`config.mk`:
```
export PLATFORM = sky130hd
export DESIGN_NAME = axi_lite_master_flat
export DESIGN_NICKNAME = d
export VERILOG_FILES = /design/src/rtl/axi_lite_pkg.sv /design/src/rtl/axi_lite_master_if.sv /design/src/rtl/axi_lite_master.sv /design/src/flat_wrapper.sv
export SDC_FILE = /design/constraint.sdc
export NUM_CORES = 1
export LEC_CHECK = 0
export BUFFER_PORTS_ARGS = -buffer_cell sky130_fd_sc_hd__buf_2
export CAP_MARGIN = 20
export CORE_UTILIZATION = 43
export CTS_CLUSTER_DIAMETER = 150
export DETAILED_ROUTE_END_ITERATION = 10
export GPL_TIMING_DRIVEN = 1
export HOLD_SLACK_MARGIN = 0.02
export PLACE_DENSITY = 0.87
export REMOVE_ABC_BUFFERS = 1
export SYNTH_ARGS = -nofsm -noshare
export SYNTH_HDL_FRONTEND = slang
export SYNTH_SLANG_ARGS = --single-unit
```
`constraint.sdc`:
```
create_clock -name AXI_CTRL_ACLK -period 2.9 [get_ports AXI_CTRL_ACLK]
set_input_delay 0.145 -clock AXI_CTRL_ACLK [delete_from_list [all_inputs] [get_ports AXI_CTRL_ACLK]]
set_output_delay 0.145 -clock AXI_CTRL_ACLK [all_outputs]
set_load 0.005 [all_outputs]
```
`src/rtl/axi_lite_pkg.sv`:
```
// Shared types and constants for the AXI4-Lite command-to-bus master.
package axi_lite_pkg;

  // AXI4-Lite BRESP/RRESP encodings
  typedef enum logic [1:0] {
    OKAY   = 2'b00,
    EXOKAY = 2'b01,
    SLVERR = 2'b10,
    DECERR = 2'b11
  } resp_t;

  // Transaction sequencer states
  typedef enum logic [1:0] {
    IDLE,
    WRITE,
    READ,
    RESP
  } state_t;

  localparam int ERR_CNT_W = 16;

  // Increment that sticks at all-ones instead of wrapping
  function automatic logic [ERR_CNT_W-1:0] sat_inc(input logic [ERR_CNT_W-1:0] cnt);
    return (cnt == {ERR_CNT_W{1'b1}}) ? cnt : cnt + ERR_CNT_W'(1);
  endfunction

endpackage

```
`src/rtl/axi_lite_master_if.sv`:
```
// Command/response handshake plus the AXI4-Lite bus, bundled for the master.
interface axi_lite_master_if #(
  parameter int ADDR_W = 4,
  parameter int DATA_W = 32
);
  // Command side
  logic                CMD_VALID;
  logic                CMD_READY;
  logic                CMD_WRITE;
  logic [ADDR_W-1:0]   CMD_ADDR;
  logic [DATA_W-1:0]   CMD_WDATA;
  logic [DATA_W/8-1:0] CMD_WSTRB;
  // Response side
  logic                RSP_VALID;
  logic                RSP_READY;
  logic                RSP_WRITE;
  logic [DATA_W-1:0]   RSP_RDATA;
  logic [1:0]          RSP_RESP;
  // AXI4-Lite write address / data / response
  logic [ADDR_W-1:0]   AXI_CTRL_AWADDR;
  logic [2:0]          AXI_CTRL_AWPROT;
  logic                AXI_CTRL_AWVALID;
  logic                AXI_CTRL_AWREADY;
  logic [DATA_W-1:0]   AXI_CTRL_WDATA;
  logic [DATA_W/8-1:0] AXI_CTRL_WSTRB;
  logic                AXI_CTRL_WVALID;
  logic                AXI_CTRL_WREADY;
  logic [1:0]          AXI_CTRL_BRESP;
  logic                AXI_CTRL_BVALID;
  logic                AXI_CTRL_BREADY;
  // AXI4-Lite read address / data
  logic [ADDR_W-1:0]   AXI_CTRL_ARADDR;
  logic [2:0]          AXI_CTRL_ARPROT;
  logic                AXI_CTRL_ARVALID;
  logic                AXI_CTRL_ARREADY;
  logic [DATA_W-1:0]   AXI_CTRL_RDATA;
  logic [1:0]          AXI_CTRL_RRESP;
  logic                AXI_CTRL_RVALID;
  logic                AXI_CTRL_RREADY;

  modport master (
    input  CMD_VALID, CMD_WRITE, CMD_ADDR, CMD_WDATA, CMD_WSTRB, RSP_READY,
    input  AXI_CTRL_AWREADY, AXI_CTRL_WREADY, AXI_CTRL_BRESP, AXI_CTRL_BVALID,
    input  AXI_CTRL_ARREADY, AXI_CTRL_RDATA, AXI_CTRL_RRESP, AXI_CTRL_RVALID,
    output CMD_READY, RSP_VALID, RSP_WRITE, RSP_RDATA, RSP_RESP,
    output AXI_CTRL_AWADDR, AXI_CTRL_AWPROT, AXI_CTRL_AWVALID,
    output AXI_CTRL_WDATA, AXI_CTRL_WSTRB, AXI_CTRL_WVALID, AXI_CTRL_BREADY,
    output AXI_CTRL_ARADDR, AXI_CTRL_ARPROT, AXI_CTRL_ARVALID, AXI_CTRL_RREADY
  );

  modport slave (
    output CMD_VALID, CMD_WRITE, CMD_ADDR, CMD_WDATA, CMD_WSTRB, RSP_READY,
    output AXI_CTRL_AWREADY, AXI_CTRL_WREADY, AXI_CTRL_BRESP, AXI_CTRL_BVALID,
    output AXI_CTRL_ARREADY, AXI_CTRL_RDATA, AXI_CTRL_RRESP, AXI_CTRL_RVALID,
    input  CMD_READY, RSP_VALID, RSP_WRITE, RSP_RDATA, RSP_RESP,
    input  AXI_CTRL_AWADDR, AXI_CTRL_AWPROT, AXI_CTRL_AWVALID,
    input  AXI_CTRL_WDATA, AXI_CTRL_WSTRB, AXI_CTRL_WVALID, AXI_CTRL_BREADY,
    input  AXI_CTRL_ARADDR, AXI_CTRL_ARPROT, AXI_CTRL_ARVALID, AXI_CTRL_RREADY
  );
endinterface

```
`src/rtl/axi_lite_master.sv`:
```
// Single-outstanding AXI4-Lite initiator: one command in, one AXI write or
// read transaction out, one response back, with a saturating error counter.
module axi_lite_master
  import axi_lite_pkg::*;
#(
  parameter int ADDR_W = 4,
  parameter int DATA_W = 32
) (
  input  logic                 AXI_CTRL_ACLK,
  input  logic                 AXI_CTRL_ARESET,
  axi_lite_master_if.master    bus,
  output logic [ERR_CNT_W-1:0] ERR_CNT
);

  state_t              r_state;
  logic [ADDR_W-1:0]   r_addr;
  logic [DATA_W-1:0]   r_wdata;
  logic [DATA_W/8-1:0] r_wstrb;
  logic                r_write;
  logic                r_awvalid, r_wvalid, r_bready, r_arvalid, r_rready;
  logic                r_aw_done, r_w_done, r_b_done, r_ar_done, r_r_done;
  logic                r_rsp_valid;
  logic [DATA_W-1:0]   r_rsp_rdata;
  resp_t               r_rsp_resp;
  logic [ERR_CNT_W-1:0] r_err_cnt;

  // Channel handshakes in the current cycle
  logic w_aw_hs, w_w_hs, w_b_hs, w_ar_hs, w_r_hs;
  assign w_aw_hs = r_awvalid & bus.AXI_CTRL_AWREADY;
  assign w_w_hs  = r_wvalid  & bus.AXI_CTRL_WREADY;
  assign w_b_hs  = r_bready  & bus.AXI_CTRL_BVALID;
  assign w_ar_hs = r_arvalid & bus.AXI_CTRL_ARREADY;
  assign w_r_hs  = r_rready  & bus.AXI_CTRL_RVALID;

  // A channel counts as finished if it completed earlier or completes now,
  // so the state can leave in the same cycle as the last handshake.
  logic w_wr_exit, w_rd_exit, w_enter_resp;
  assign w_wr_exit = (r_aw_done | w_aw_hs) & (r_w_done | w_w_hs) & (r_b_done | w_b_hs);
  assign w_rd_exit = (r_ar_done | w_ar_hs) & (r_r_done | w_r_hs);
  assign w_enter_resp = ((r_state == WRITE) & w_wr_exit) | ((r_state == READ) & w_rd_exit);

  // Response code that RSP_RESP will hold once RESP is entered
  resp_t w_new_resp;
  assign w_new_resp = (r_state == WRITE) ? (w_b_hs ? resp_t'(bus.AXI_CTRL_BRESP) : r_rsp_resp)
                                         : (w_r_hs ? resp_t'(bus.AXI_CTRL_RRESP) : r_rsp_resp);

  // Transaction sequencer with all bus controls held in registers
  always_ff @(posedge AXI_CTRL_ACLK or posedge AXI_CTRL_ARESET) begin
    // NOTE: state is updated with non-blocking assignments so every branch
    // reads the pre-edge values, matching what the hardware flops see.
    if (AXI_CTRL_ARESET) begin
      r_state     <= IDLE;
      r_addr      <= '0;
      r_wdata     <= '0;
      r_wstrb     <= '0;
      r_write     <= 1'b0;
      r_awvalid   <= 1'b0;
      r_wvalid    <= 1'b0;
      r_bready    <= 1'b0;
      r_arvalid   <= 1'b0;
      r_rready    <= 1'b0;
      r_aw_done   <= 1'b0;
      r_w_done    <= 1'b0;
      r_b_done    <= 1'b0;
      r_ar_done   <= 1'b0;
      r_r_done    <= 1'b0;
      r_rsp_valid <= 1'b0;
      r_rsp_rdata <= '0;
      r_rsp_resp  <= OKAY;
    end else begin
      unique case (r_state)
        IDLE: begin
          if (bus.CMD_VALID) begin
            r_addr    <= bus.CMD_ADDR;
            r_wdata   <= bus.CMD_WDATA;
            r_wstrb   <= bus.CMD_WSTRB;
            r_write   <= bus.CMD_WRITE;
            r_aw_done <= 1'b0;
            r_w_done  <= 1'b0;
            r_b_done  <= 1'b0;
            r_ar_done <= 1'b0;
            r_r_done  <= 1'b0;
            if (bus.CMD_WRITE) begin
              r_state   <= WRITE;
              r_awvalid <= 1'b1;
              r_wvalid  <= 1'b1;
              r_bready  <= 1'b1;
            end else begin
              r_state   <= READ;
              r_arvalid <= 1'b1;
              r_rready  <= 1'b1;
            end
          end
        end
        WRITE: begin
          if (w_aw_hs) begin
            r_awvalid <= 1'b0;
            r_aw_done <= 1'b1;
          end
          if (w_w_hs) begin
            r_wvalid <= 1'b0;
            r_w_done <= 1'b1;
          end
          // B may legally arrive before AW/W finish; capture it whenever seen
          if (w_b_hs) begin
            r_b_done   <= 1'b1;
            r_rsp_resp <= resp_t'(bus.AXI_CTRL_BRESP);
          end
          if (w_wr_exit) begin
            r_state     <= RESP;
            r_bready    <= 1'b0;
            r_rsp_rdata <= '0;
            r_rsp_valid <= 1'b1;
          end
        end
        READ: begin
          if (w_ar_hs) begin
            r_arvalid <= 1'b0;
            r_ar_done <= 1'b1;
          end
          if (w_r_hs) begin
            r_r_done    <= 1'b1;
            r_rsp_rdata <= bus.AXI_CTRL_RDATA;
            r_rsp_resp  <= resp_t'(bus.AXI_CTRL_RRESP);
          end
          if (w_rd_exit) begin
            r_state     <= RESP;
            r_rready    <= 1'b0;
            r_rsp_valid <= 1'b1;
          end
        end
        RESP: begin
          if (bus.RSP_READY) begin
            r_rsp_valid <= 1'b0;
            r_state     <= IDLE;
          end
        end
        default: r_state <= IDLE;
      endcase
    end
  end

  // Count non-OKAY responses on RESP entry, sticking at full scale
  always_ff @(posedge AXI_CTRL_ACLK or posedge AXI_CTRL_ARESET) begin
    if (AXI_CTRL_ARESET) begin
      r_err_cnt <= '0;
    end else if (w_enter_resp && (w_new_resp != OKAY)) begin
      r_err_cnt <= sat_inc(r_err_cnt);
    end
  end

  // CMD_READY is decoded from the state register alone, so no path exists
  // from CMD_VALID back to CMD_READY.
  assign bus.CMD_READY        = (r_state == IDLE);
  assign bus.RSP_VALID        = r_rsp_valid;
  assign bus.RSP_WRITE        = r_write;
  assign bus.RSP_RDATA        = r_rsp_rdata;
  assign bus.RSP_RESP         = r_rsp_resp;
  assign bus.AXI_CTRL_AWADDR  = r_addr;
  assign bus.AXI_CTRL_AWPROT  = 3'b000;
  assign bus.AXI_CTRL_AWVALID = r_awvalid;
  assign bus.AXI_CTRL_WDATA   = r_wdata;
  assign bus.AXI_CTRL_WSTRB   = r_wstrb;
  assign bus.AXI_CTRL_WVALID  = r_wvalid;
  assign bus.AXI_CTRL_BREADY  = r_bready;
  assign bus.AXI_CTRL_ARADDR  = r_addr;
  assign bus.AXI_CTRL_ARPROT  = 3'b000;
  assign bus.AXI_CTRL_ARVALID = r_arvalid;
  assign bus.AXI_CTRL_RREADY  = r_rready;
  assign ERR_CNT              = r_err_cnt;

endmodule

```
`src/flat_wrapper.sv`:
```
// flat-port wrapper written by rule: the top's interface ports become plain ports
module axi_lite_master_flat import axi_lite_pkg::*;
#(
  parameter int ADDR_W = 4,
  parameter int DATA_W = 32
)
  (AXI_CTRL_ACLK, AXI_CTRL_ARESET, ERR_CNT, bus_CMD_VALID, bus_CMD_WRITE, bus_CMD_ADDR, bus_CMD_WDATA, bus_CMD_WSTRB, bus_RSP_READY, bus_AXI_CTRL_AWREADY, bus_AXI_CTRL_WREADY, bus_AXI_CTRL_BRESP, bus_AXI_CTRL_BVALID, bus_AXI_CTRL_ARREADY, bus_AXI_CTRL_RDATA, bus_AXI_CTRL_RRESP, bus_AXI_CTRL_RVALID, bus_CMD_READY, bus_RSP_VALID, bus_RSP_WRITE, bus_RSP_RDATA, bus_RSP_RESP, bus_AXI_CTRL_AWADDR, bus_AXI_CTRL_AWPROT, bus_AXI_CTRL_AWVALID, bus_AXI_CTRL_WDATA, bus_AXI_CTRL_WSTRB, bus_AXI_CTRL_WVALID, bus_AXI_CTRL_BREADY, bus_AXI_CTRL_ARADDR, bus_AXI_CTRL_ARPROT, bus_AXI_CTRL_ARVALID, bus_AXI_CTRL_RREADY);
  axi_lite_master_if #(.ADDR_W(ADDR_W), .DATA_W(DATA_W)) bus_i ();
  input  logic AXI_CTRL_ACLK;
  input  logic AXI_CTRL_ARESET;
  output logic [ERR_CNT_W-1:0] ERR_CNT;
  input wire logic [$bits(bus_i.CMD_VALID)-1:0] bus_CMD_VALID;
  input wire logic [$bits(bus_i.CMD_WRITE)-1:0] bus_CMD_WRITE;
  input wire logic [$bits(bus_i.CMD_ADDR)-1:0] bus_CMD_ADDR;
  input wire logic [$bits(bus_i.CMD_WDATA)-1:0] bus_CMD_WDATA;
  input wire logic [$bits(bus_i.CMD_WSTRB)-1:0] bus_CMD_WSTRB;
  input wire logic [$bits(bus_i.RSP_READY)-1:0] bus_RSP_READY;
  input wire logic [$bits(bus_i.AXI_CTRL_AWREADY)-1:0] bus_AXI_CTRL_AWREADY;
  input wire logic [$bits(bus_i.AXI_CTRL_WREADY)-1:0] bus_AXI_CTRL_WREADY;
  input wire logic [$bits(bus_i.AXI_CTRL_BRESP)-1:0] bus_AXI_CTRL_BRESP;
  input wire logic [$bits(bus_i.AXI_CTRL_BVALID)-1:0] bus_AXI_CTRL_BVALID;
  input wire logic [$bits(bus_i.AXI_CTRL_ARREADY)-1:0] bus_AXI_CTRL_ARREADY;
  input wire logic [$bits(bus_i.AXI_CTRL_RDATA)-1:0] bus_AXI_CTRL_RDATA;
  input wire logic [$bits(bus_i.AXI_CTRL_RRESP)-1:0] bus_AXI_CTRL_RRESP;
  input wire logic [$bits(bus_i.AXI_CTRL_RVALID)-1:0] bus_AXI_CTRL_RVALID;
  output wire logic [$bits(bus_i.CMD_READY)-1:0] bus_CMD_READY;
  output wire logic [$bits(bus_i.RSP_VALID)-1:0] bus_RSP_VALID;
  output wire logic [$bits(bus_i.RSP_WRITE)-1:0] bus_RSP_WRITE;
  output wire logic [$bits(bus_i.RSP_RDATA)-1:0] bus_RSP_RDATA;
  output wire logic [$bits(bus_i.RSP_RESP)-1:0] bus_RSP_RESP;
  output wire logic [$bits(bus_i.AXI_CTRL_AWADDR)-1:0] bus_AXI_CTRL_AWADDR;
  output wire logic [$bits(bus_i.AXI_CTRL_AWPROT)-1:0] bus_AXI_CTRL_AWPROT;
  output wire logic [$bits(bus_i.AXI_CTRL_AWVALID)-1:0] bus_AXI_CTRL_AWVALID;
  output wire logic [$bits(bus_i.AXI_CTRL_WDATA)-1:0] bus_AXI_CTRL_WDATA;
  output wire logic [$bits(bus_i.AXI_CTRL_WSTRB)-1:0] bus_AXI_CTRL_WSTRB;
  output wire logic [$bits(bus_i.AXI_CTRL_WVALID)-1:0] bus_AXI_CTRL_WVALID;
  output wire logic [$bits(bus_i.AXI_CTRL_BREADY)-1:0] bus_AXI_CTRL_BREADY;
  output wire logic [$bits(bus_i.AXI_CTRL_ARADDR)-1:0] bus_AXI_CTRL_ARADDR;
  output wire logic [$bits(bus_i.AXI_CTRL_ARPROT)-1:0] bus_AXI_CTRL_ARPROT;
  output wire logic [$bits(bus_i.AXI_CTRL_ARVALID)-1:0] bus_AXI_CTRL_ARVALID;
  output wire logic [$bits(bus_i.AXI_CTRL_RREADY)-1:0] bus_AXI_CTRL_RREADY;
  assign bus_i.CMD_VALID = bus_CMD_VALID;
  assign bus_i.CMD_WRITE = bus_CMD_WRITE;
  assign bus_i.CMD_ADDR = bus_CMD_ADDR;
  assign bus_i.CMD_WDATA = bus_CMD_WDATA;
  assign bus_i.CMD_WSTRB = bus_CMD_WSTRB;
  assign bus_i.RSP_READY = bus_RSP_READY;
  assign bus_i.AXI_CTRL_AWREADY = bus_AXI_CTRL_AWREADY;
  assign bus_i.AXI_CTRL_WREADY = bus_AXI_CTRL_WREADY;
  assign bus_i.AXI_CTRL_BRESP = bus_AXI_CTRL_BRESP;
  assign bus_i.AXI_CTRL_BVALID = bus_AXI_CTRL_BVALID;
  assign bus_i.AXI_CTRL_ARREADY = bus_AXI_CTRL_ARREADY;
  assign bus_i.AXI_CTRL_RDATA = bus_AXI_CTRL_RDATA;
  assign bus_i.AXI_CTRL_RRESP = bus_AXI_CTRL_RRESP;
  assign bus_i.AXI_CTRL_RVALID = bus_AXI_CTRL_RVALID;
  assign bus_CMD_READY = bus_i.CMD_READY;
  assign bus_RSP_VALID = bus_i.RSP_VALID;
  assign bus_RSP_WRITE = bus_i.RSP_WRITE;
  assign bus_RSP_RDATA = bus_i.RSP_RDATA;
  assign bus_RSP_RESP = bus_i.RSP_RESP;
  assign bus_AXI_CTRL_AWADDR = bus_i.AXI_CTRL_AWADDR;
  assign bus_AXI_CTRL_AWPROT = bus_i.AXI_CTRL_AWPROT;
  assign bus_AXI_CTRL_AWVALID = bus_i.AXI_CTRL_AWVALID;
  assign bus_AXI_CTRL_WDATA = bus_i.AXI_CTRL_WDATA;
  assign bus_AXI_CTRL_WSTRB = bus_i.AXI_CTRL_WSTRB;
  assign bus_AXI_CTRL_WVALID = bus_i.AXI_CTRL_WVALID;
  assign bus_AXI_CTRL_BREADY = bus_i.AXI_CTRL_BREADY;
  assign bus_AXI_CTRL_ARADDR = bus_i.AXI_CTRL_ARADDR;
  assign bus_AXI_CTRL_ARPROT = bus_i.AXI_CTRL_ARPROT;
  assign bus_AXI_CTRL_ARVALID = bus_i.AXI_CTRL_ARVALID;
  assign bus_AXI_CTRL_RREADY = bus_i.AXI_CTRL_RREADY;
  axi_lite_master #(.ADDR_W(ADDR_W), .DATA_W(DATA_W)) u_core (.AXI_CTRL_ACLK(AXI_CTRL_ACLK), .AXI_CTRL_ARESET(AXI_CTRL_ARESET), .bus(bus_i), .ERR_CNT(ERR_CNT));
endmodule
```
==> results.yml, run 1 <==
place:
  portBuffers: 187
  dp_hpwl_mm: 7.71
  place_congestion: 0.875
  placed_cell_area_um2: 5630
global_route:
  grt_pass1_vias: 4107
  grt-busiest-layer: "met2"
  gr-total-overflow: 0
  grt_max_degree: 90
  use_met1_pct: 25.2
  grt_pass1_wl_mm: 19.3
  grtUsageTotal_pct: 21.7
  use_met2_pct: 39.0
  antenna_found_initial: 0
  met3_usage_pct: 4.27
synth:
  synth_cell_types: 45
  synth-main-ff-cell: "dfrtp_1"
  synth_edf_count: 0
  synthCells: 422
  synth_async_sr_flop_share_pct: 100
  yosysSeqAreaShare_pct: 56.2
  synth_area_um2: 4630
  ys_warn_count: 0
  syn_avg_cell_area_um2: 11.0
  ys_ff_latch: 104
worst_setup_path:
  path_cells: "inv_1 -> ha_1 -> nor4b_4 -> o22ai_2 -> nor4_1 -> xor2_1"
  cp_data_arrival_time_ns: 2.62
  cp-start-kind: "register"
  critPathKind: "register to register"
  critical-path-top-delay-family: "simple AND/OR/NAND/NOR gates"
  critPathMaxStageDelay_ns: 0.47
  worstPathMaxFanout: 15
  worst_setup_path_end_kind: "register"
  cp_slowest_cell: "ha_1"
  crit_required_ns: 3.20
  cp.buffers_inverters: 1
clocking:
  cts_buffers: 9
  cts_tree: "done"
  cts_resized: 0
  insertion_delay_ns: 0.36
  cts.sinks: 104
  clk_pin_slew_worst_paths_ns: 0.10
  htreeDepth: 3
  cts_buffer_depth: 2
  clockRootBuffer: "clkbuf_8"
power:
  ir_drop_mv: 0.631
  power.leakage_nw: 3.24
  power-per-cell-area_nw_per_um2: 886
cells_and_area:
  layout_commonest_cell: "buf_2"
  final_cell_area_um2: 6520
  fin_nets: 759
  layout-drive-gt1-share_pct: 40.4
  n_antenna_cell: 0
  layout_common_cells: "buf_2 (187), dfrtp_1 (104), nand2_1 (83)"
  syn_to_final_growth_pct: 40.6
sta:
  min_period_ns: 2.33
  slew_headroom_pct: 41.9
  setup_viol: 0
  fmax_mhz: 430
  fin_crit_sh_pct: 80.2
  maxSlewViolCount: 0
  worstMarginPinSlew_ns: 0.872
  fin_skew_ns: 0.0134
  rsz0062_at_grt: "no"
  hold_viol: 0
  final.setup.tns_ns: 0
routing:
  route.detailed.drc: 0
  drt-initial-drc-count: 156
  wl_per_cell_um: 14.7
  first_pass_iters: 4
  drtAntennaViolNets: 0
  drt_wl_total_mm: 11.9
  viasPerCell: 4.97
  vias: 4017
floorplan:
  rows: 37
  die_x_um: 106
  die_area_um2: 11200
  initial_utilization_pct: 44.7
  fp.dieH_um: 106
  core_area_um2: 10400
  io_pins: 194
outcome:
  status: "completed"
run:
  drv_cap: 0
min_path:
  hold_path.class: "primary input to register"
==> cells by family (layout without fill, tap and decap cells) <==
group | after synthesis | in the layout | share of synthesized area [%]
AOI/OAI and AO/OA | 81 | 81 | 10.1
and+or+nand+nor | 136 | 136 | 14.8
xor gates and xnor gates | 15 | 15 | 2.83
muxes | 43 | 43 | 10.5
adders and majority gates | 5 | 5 | 1.35
DFF | 104 | 104 | 56.2
buffers and inverters | 37 | 283 | 4.24
other | 1 | 6 | 0.0809
==> per-stage QoR <==
stage               utilization, %  hold slack [ns]  instances  power, mW  worst slack (ns)
floorplan                        -            0.281        397       3.79            0.0228
global placement              54.3            0.376        724       4.73             0.684
detailed placement            54.3            0.382        724       4.87             0.592
CTS                           62.5           0.0203        807       5.79             0.567
global route                  62.8           0.0277        809       6.21             0.407
finish                        62.8           0.0418        809       5.77             0.575
==> flip-flops by register name, indices dropped and copies added (netlist names) <==
register,count
u_core.bus.AXI_CTRL_WDATA,32
u_core.bus.RSP_WRITE,1
u_core.r_w_done,1
u_core.bus.AXI_CTRL_AWVALID,1
u_core.r_state,2
u_core.bus.AXI_CTRL_ARADDR,4
u_core.bus.RSP_VALID,1
u_core.bus.RSP_RDATA,32
u_core.r_aw_done,1
u_core.r_r_done,1
u_core.bus.AXI_CTRL_BREADY,1
u_core.r_ar_done,1
u_core.bus.AXI_CTRL_ARVALID,1
u_core.r_b_done,1
u_core.bus.RSP_RESP,2
u_core.bus.AXI_CTRL_RREADY,1
u_core.bus.AXI_CTRL_WSTRB,4
u_core.bus.AXI_CTRL_WVALID,1
u_core.ERR_CNT,16
==> layer usage <==
layer / wire length, um / vias up
met4: 285 / 0
met2: 6270 / 138
met3: 545 / 28
met5: 0 / -
li1: - / 1923
met1: 4770 / 1928
==> Yosys cell counts, types with 2 or more instances <==
master / instances / area [um2]
nor3b_2: 4 / 50.1
a31oi_1: 6 / 37.5
mux2i_1: 2 / 20.0
buf_4: 10 / 75.1
nand2_1: 84 / 315
mux2_2: 40 / 450
nand2b_1: 5 / 31.3
dfrtp_1: 104 / 2600
clkbuf_1: 12 / 45.0
ha_1: 5 / 62.6
inv_1: 7 / 26.3
nor4_1: 6 / 37.5
nor2_1: 7 / 26.3
or2_2: 2 / 12.5
nand3_1: 10 / 50.1
a22o_1: 2 / 17.5
o21ai_0: 22 / 110
o21ai_1: 24 / 120
nand4_1: 3 / 18.8
o22ai_1: 4 / 25.0
buf_1: 5 / 18.8
nor3_2: 6 / 60.1
xor2_1: 14 / 123
and3_1: 3 / 18.8
a21oi_1: 15 / 75.1
==> tightest hold or removal path: stages <==
cell     delay (ns)
buf_2          0.10
nand2_1        0.06
o21ai_1        0.06
==> power breakdown <==
group	internal [mW]	leakage, nW	switching, mW
registers	2.07	1.30	0.394
clock network	0.339	0.0926	0.497
logic	1.18	1.84	1.29
==> worst paths after layout <==
kind                                             from                  endpoint  slack, ns  cells after the start
worst max-delay path                u_core.r_state[1]         u_core.ERR_CNT[9]       0.57                      6
worst min-delay path            bus_AXI_CTRL_RDATA[1]   u_core.bus.RSP_RDATA[1]       0.04                      3
worst max register to register      u_core.r_state[1]         u_core.ERR_CNT[9]       0.57                      6
worst min register to register   u_core.bus.RSP_WRITE      u_core.bus.RSP_WRITE       0.49                      2
max in group asynchronous             AXI_CTRL_ARESET         u_core.ERR_CNT[2]       1.83                      4
min in group asynchronous             AXI_CTRL_ARESET  u_core.bus.RSP_RDATA[18]       0.40                      3
==> final cells by class <==
cell class              instances  area (um2)
fillers                       830        3850
flip-flops and latches        104        2600
multi-input cells             286        1870
repair buffers                260        1670
well taps                     136         170
clock buffers                  10         138
clock inverters                 6        43.8
inverters                       7        28.8
==> repair_timing <==
| action | CTS | global route |
|---|---|---|
| buffers inserted | 0 | 0 |
| endpoints found under the hold margin | 67 | 47 |
| hold buffers | 67 | 1 |
(Power assumes the default switching activity.)
==> run 2, diff against run 1 <==
--- a/config.mk
+++ b/config.mk
@@ -5,9 +5,10 @@
 export SDC_FILE = /design/constraint.sdc
 export NUM_CORES = 1
 export LEC_CHECK = 0
+export ABC_AREA = 1
 export BUFFER_PORTS_ARGS = -buffer_cell sky130_fd_sc_hd__buf_2
 export CAP_MARGIN = 20
-export CORE_UTILIZATION = 43
+export CORE_UTILIZATION = 44
 export CTS_CLUSTER_DIAMETER = 150
 export DETAILED_ROUTE_END_ITERATION = 10
 export GPL_TIMING_DRIVEN = 1
==> constraint.sdc (replaced) <==
create_clock -name AXI_CTRL_ACLK -period 1.9 [get_ports AXI_CTRL_ACLK]
set_input_delay 0.095 -clock AXI_CTRL_ACLK [delete_from_list [all_inputs] [get_ports AXI_CTRL_ACLK]]
set_output_delay 0.095 -clock AXI_CTRL_ACLK [all_outputs]
set_load 0.005 [all_outputs]
==> run 2 against run 1 <==
  * Flip-flop and latch count stayed put
  * Area after synthesis up 6.9%
  * Register-to-register slack got worse by 0.47 ns
  * Final cell count up 17%
  * Sequential share of layout area decreased by 3.6 points
  * First-iteration DRC count is 130% higher
  * Routed wire length is 23% higher
  * Via count is 22% higher
  * Non-clock buffer count is 24 higher
  * Clock power grew 69%
  * Total power is 74% higher
  * Largest cell class unchanged
  * Highest routed layer unchanged
==> results.yml, run 2 <==
outcome:
  status: "completed"
global_route:
  grt_pass1_wl_mm: 23.2
  antenna_found_initial: 0
  grtUsageTotal_pct: 25.6
  gr-total-overflow: 0
  grt_pass1_vias: 4884
  grt_max_degree: 105
sta:
  hold_viol: 0
  min_period_ns: 1.80
  worstMarginPinSlew_ns: 0.541
  fmax_mhz: 556
  rsz0062_at_grt: "no"
  layout_setup_ws_ns: 0.103
  maxSlewViolCount: 0
  fin_crit_sh_pct: 94.6
  fin_skew_ns: 0.0133
  slew_headroom_pct: 63.9
  setup_viol: 0
  final.setup.tns_ns: 0
worst_setup_path:
  cp_data_arrival_time_ns: 2.04
  regToRegStartpoint: "u_core.r_state[1]"
  worst_setup_path_end_kind: "register"
  cp-start-kind: "register"
  critPathKind: "register to register"
  r2r_setup_slack_ns: 0.10
  worstPathMaxFanout: 33
  reg2regPathDepth: 8
  critPathLaunch: "u_core.r_state[1]"
  crit_required_ns: 2.14
  r2r_end: "u_core.bus.RSP_RDATA[31]"
  crit_path_end: "u_core.bus.RSP_RDATA[31]"
cells_and_area:
  stdcell_count: 944
  syn_to_final_growth_pct: 44.5
  layout_common_cells: "buf_2 (187), nand2_1 (127), dfrtp_1 (104)"
  final_cell_area_um2: 7160
  fin_nets: 891
  n_antenna_cell: 0
  layout_commonest_cell: "buf_2"
  layout-drive-gt1-share_pct: 36.6
routing:
  route.detailed.drc: 0
  drt_wl_total_mm: 14.6
  wl_per_cell_um: 15.4
  viasPerCell: 5.17
  drt-initial-drc-count: 362
  first_pass_iters: 5
  drtAntennaViolNets: 0
  vias: 4882
place:
  portBuffers: 187
  dp_hpwl_mm: 8.68
  post-place-cells: 850
  place_congestion: 0.864
  placed_cell_area_um2: 6090
  pre_cts_slack_ns: -0.0503
synth:
  synth_cell_types: 34
  synth_edf_count: 0
  synthCells: 527
  yosysMostFrequentCell: "nand2_1"
  yosysSeqAreaShare_pct: 52.5
  ys_warn_count: 0
  syn_avg_cell_area_um2: 9.40
  synth-main-ff-cell: "dfrtp_1"
  ys_ff_latch: 104
  netlist.area_leader.share_pct: 52.5
  synth_async_sr_flop_share_pct: 100
  synth_area_um2: 4960
  synth_top_area_cell: "dfrtp_1"
  synth_area_leaders: "dfrtp_1 (53%), nand2_1 (9.8%), mux2_2 (9.1%)"
  synth_common_cells: "nand2_1 (129), dfrtp_1 (104), nand3_1 (57), o21ai_0 (50), mux2_2 (40)"
power:
  power-per-cell-area_nw_per_um2: 1400
  power.leakage_nw: 3.80
  ir_drop_mv: 0.780
  finalPower_mw: 10.0
floorplan:
  rows: 38
  die_area_um2: 11700
  fp.dieH_um: 108
  io_pins: 194
  core_area_um2: 10900
  initial_utilization_pct: 45.5
  die_x_um: 108
clocking:
  cts.sinks: 104
  cts_buffer_depth: 2
  insertion_delay_ns: 0.35
  htreeDepth: 3
  clk_pin_slew_worst_paths_ns: 0.11
  cts_buffers: 9
  clockRootBuffer: "clkbuf_8"
  cts_tree: "done"
min_path:
  hold_path.class: "primary input to register"
run:
  drv_cap: 0
-- run 2: cell types whose count changed after synthesis, sizes merged, moves of 9 or more --
| cell | delta |
|---|---|
| nand4 | +10 |
| nor2 | +22 |
| a21oi | -9 |
| inv | +26 |
| nand2 | +53 |
| nand3 | +50 |
| xor2 | -10 |
-- run 2: cells by family (layout without fill, tap and decap cells) --
family                     count (synthesis)  after routing  share of synthesized area, %
AOI/OAI and AO/OA                         60             60                          6.31
DFF                                      104            104                          52.5
xor gates and xnor gates                   9              9                          1.59
muxes                                     40             40                          9.09
and+or+nand+nor                          246            248                          23.0
other                                      1              6                        0.0757
adders and majority gates                  5              5                          1.26
buffers and inverters                     62            332                          6.11
-- run 2: layout make-up --
type	instances	area (um2)
Clock buffer	9	124
Clock inverter	6	75.1
Fill cell	822	3730
Inverter	33	126
Multi-Input combinational cell	368	2120
Sequential cell	104	2600
Tap cell	140	175
Timing Repair Buffer	284	1940
-- run 2: what timing repair did --
item                                    CTS  global route
hold endpoints to repair                176             0
gates cloned                              1             2
hold buffers                             73             0
endpoints found under the setup margin   39            48
resized for setup                         3            11
buffers inserted                          0             3
pin swaps                                 1             2
-- run 2: metrics by stage --
stage,util [%],hold slack [ns]
after global routing,65.8,0.0913
after global placement,55.9,0.272
after floorplan,-,0.236
after CTS,64.6,0.0531
final,65.8,0.0771
after detailed placement,55.9,0.274
-- run 2: critical path, cell delays in order, from the launching register on --
cell and delay (ns):
dfrtp_1 0.44, inv_1 0.11, ha_1 0.21, buf_4 0.16, nand2_1 0.15, inv_2 0.11
buf_6 0.20, o21ai_0 0.21, nand2_1 0.10
-- run 2: power breakdown --
| part | switching, mW | internal, mW |
|---|---|---|
| combinational | 2.70 | 2.28 |
| sequential | 0.524 | 3.11 |
| clock | 0.789 | 0.625 |
| total | 4.01 | 6.02 |
-- run 2: worst min-delay path by stage --
stage / from / to / slack (ns) / cells past startpoint
detailed placement: AXI_CTRL_ARESET / u_core.bus.AXI_CTRL_WDATA[21] / 0.27 / 3
global placement: AXI_CTRL_ARESET / u_core.bus.AXI_CTRL_WDATA[20] / 0.27 / 3
CTS: bus_AXI_CTRL_AWREADY / u_core.r_aw_done / 0.05 / 3
global route: bus_CMD_WRITE / u_core.bus.AXI_CTRL_BREADY / 0.09 / 3
finish: bus_AXI_CTRL_AWREADY / u_core.r_aw_done / 0.08 / 3
floorplan: bus_AXI_CTRL_RDATA[0] / u_core.bus.RSP_RDATA[0] / 0.24 / 2
-- run 2: per-layer routing --
layer	track usage, %	share of wire [%]	vias up
li1	-	-	2271
met1	31.1	39	2303
met2	42.6	49	249
met3	6.21	7.4	59
met4	12.1	4.4	0
met5	0	0	-
==> run 3, diff against run 2 <==
--- a/config.mk
+++ b/config.mk
@@ -14,7 +14,6 @@
 export GPL_TIMING_DRIVEN = 1
 export HOLD_SLACK_MARGIN = 0.02
 export PLACE_DENSITY = 0.87
-export REMOVE_ABC_BUFFERS = 1
 export SYNTH_ARGS = -nofsm -noshare
 export SYNTH_HDL_FRONTEND = slang
 export SYNTH_SLANG_ARGS = --single-unit
==> run 3 against run 2 <==
  * First-iteration DRC count rose by 8.8%
  * Die area stayed put
  * Register-to-register slack is essentially flat
  * Non-clock buffer count shrank 6
  * Sequential share of layout area increased by 0.70 points
  * Clock skew is essentially flat
  * Sequential power hardly changed
  * Fmax grew 0.68%
  * Critical endpoint is now u_core.bus.AXI_CTRL_BREADY
  * Largest cell class unchanged
  * Via count increased by 0.10%
  * Total power decreased by 3.9%
  * Combinational power shrank 7.2%
  * Worst setup slack better by 0.012 ns
==> results.yml, run 3 (synthesis gave the netlist of run 2 again) <==
outcome:
  status: "completed"
routing:
  drtAntennaViolNets: 0
  wl_per_cell_um: 15.9
  viasPerCell: 5.22
  route.detailed.drc: 0
  drt-initial-drc-count: 394
  drt_wl_total_mm: 14.9
  vias: 4887
  first_pass_iters: 6
sta:
  fin_crit_sh_pct: 94.0
  maxSlewViolCount: 0
  worstMarginPinSlew_ns: 0.601
  fin_skew_ns: 0.0134
  min_period_ns: 1.79
  setup_viol: 0
  fmax_mhz: 560
  hold_viol: 0
  slew_headroom_pct: 59.9
  final.setup.tns_ns: 0
power:
  pwr-share-comb_pct: 48.0
  power_frac_clock_pct: 14.0
  power.leakage_nw: 3.74
  swShare_pct: 41.4
  power-per-cell-area_nw_per_um2: 1370
  finalPower_mw: 9.64
  power_switching_mw: 3.99
  ir_drop_mv: 0.822
  intPower_mw: 5.65
  seq_power_share_pct: 38.1
worst_setup_path:
  cp.buffers_inverters: 1
  critPathKind: "register to register"
  cp-start-kind: "register"
  critPathMaxStageDelay_ns: 0.43
  worstPathMaxFanout: 7
  path_cells: "inv_1 -> ha_1 -> nand2_2 -> o21ai_1 -> o21ai_0 -> o21ai_0 -> nand2_1"
  crit_required_ns: 2.16
  critical-path-top-delay-family: "compound AO/OA/AOI/OAI gates"
  cp_slowest_cell: "dfrtp_1"
  cp_data_arrival_time_ns: 2.04
  crit_top_cell: "o21ai_0"
  worst_setup_path_end_kind: "register"
cells_and_area:
  fillers: 839
  syn_to_final_growth_pct: 41.8
  stdcell_count: 937
  layout_common_cells: "buf_2 (187), nand2_1 (128), dfrtp_1 (104)"
  layout_commonest_cell: "buf_2"
  n_antenna_cell: 0
  fin_nets: 883
  layout-drive-gt1-share_pct: 35.8
place:
  place_congestion: 0.845
  portBuffers: 187
  post-place-cells: 847
  dp_hpwl_mm: 9.31
floorplan:
  rows: 38
  fp.dieH_um: 108
  initial_utilization_pct: 45.5
  core_area_um2: 10900
  die_area_um2: 11700
  io_pins: 194
  die_x_um: 108
clocking:
  insertion_delay_ns: 0.37
  htreeDepth: 3
  clockRootBuffer: "clkbuf_8"
  cts_buffers: 9
  cts.sinks: 104
  cts_buffer_depth: 2
  cts_tree: "done"
  clk_pin_slew_worst_paths_ns: 0.11
global_route:
  gr-total-overflow: 0
  grt_max_degree: 59
  grt_pass1_wl_mm: 23.7
  grt_pass1_vias: 4909
  grtUsageTotal_pct: 26.1
  antenna_found_initial: 0
run:
  drv_cap: 0
min_path:
  hold_path.class: "primary input to register"
## run 3: layout make-up
| class | instances | area (um2) | share of cell area (%) |
|---|---|---|---|
| repair buffers | 278 | 1850 | 26.3 |
| well taps | 140 | 175 | 2.49 |
| clock buffers | 10 | 128 | 1.82 |
| clock inverters | 6 | 62.6 | 0.890 |
| multi-input cells | 366 | 2080 | 29.7 |
| inverters | 33 | 128 | 1.82 |
| flip-flops and latches | 104 | 2600 | 37.0 |
## run 3: timing repair
| item | CTS | global route |
|---|---|---|
| cloned | 0 | 0 |
| hold buffers | 73 | 0 |
| setup buffers | 0 | 1 |
| setup endpoints to repair | 2 | 51 |
| resized for setup | 1 | 10 |
| endpoints found under the hold margin | 176 | 0 |
## run 3: power by group through the flow
stage | Sequential (mW) | Combinational (mW) | Clock, mW
after floorplan | 3.70 | 2.58 | 0
after global placement | 3.63 | 4.19 | 0
after detailed placement | 3.65 | 4.31 | 0
after CTS | 3.62 | 4.45 | 1.38
after global routing | 3.77 | 5.07 | 1.46
final | 3.67 | 4.62 | 1.35
## run 3: per-stage QoR
step | util (%) | worst slack, ns | hold WS (ns) | area, um2
2_1_floorplan | - | 0.305 | 0.236 | 4980
3_3_place_gp | 55.8 | 0.0622 | 0.198 | 6080
3_5_place_dp | 55.8 | -0.0255 | 0.207 | 6080
4_1_cts | 64.3 | 0.0108 | 0.0385 | 7000
5_1_grt | 64.5 | -0.00217 | 0.0552 | 7030
6_report | 64.5 | 0.115 | 0.0527 | 7030
## run 3: metal layers
layer	GRT usage, %	wire (um)	vias up
li1	-	-	2260
met3	6.57	1050	60
met2	45.4	7640	261
met5	0	0	-
met4	13.2	631	0
met1	29.6	5610	2306
## run 3: final timing paths
| check | slack (ns) | start | end | cells past startpoint |
|---|---|---|---|---|
| min in group asynchronous | 0.33 | AXI_CTRL_ARESET | u_core.bus.AXI_CTRL_WDATA[15] | 4 |
| worst max register to register | 0.11 | u_core.r_state[1] | u_core.bus.AXI_CTRL_BREADY | 7 |
| worst min register to register | 0.50 | u_core.bus.RSP_WRITE | u_core.bus.RSP_WRITE | 2 |
| max in group asynchronous | 1.00 | AXI_CTRL_ARESET | u_core.ERR_CNT[8] | 4 |
| worst min-delay path | 0.05 | bus_CMD_WRITE | u_core.bus.RSP_WRITE | 3 |
| worst max-delay path | 0.11 | u_core.r_state[1] | u_core.bus.AXI_CTRL_BREADY | 7 |
## run 3: tightest hold or removal path: cells and delay by family
family | cells | cell delay, ns
buffers and inverters | 2 | 0.20
AO/OA/AOI/OAI | 1 | 0.09
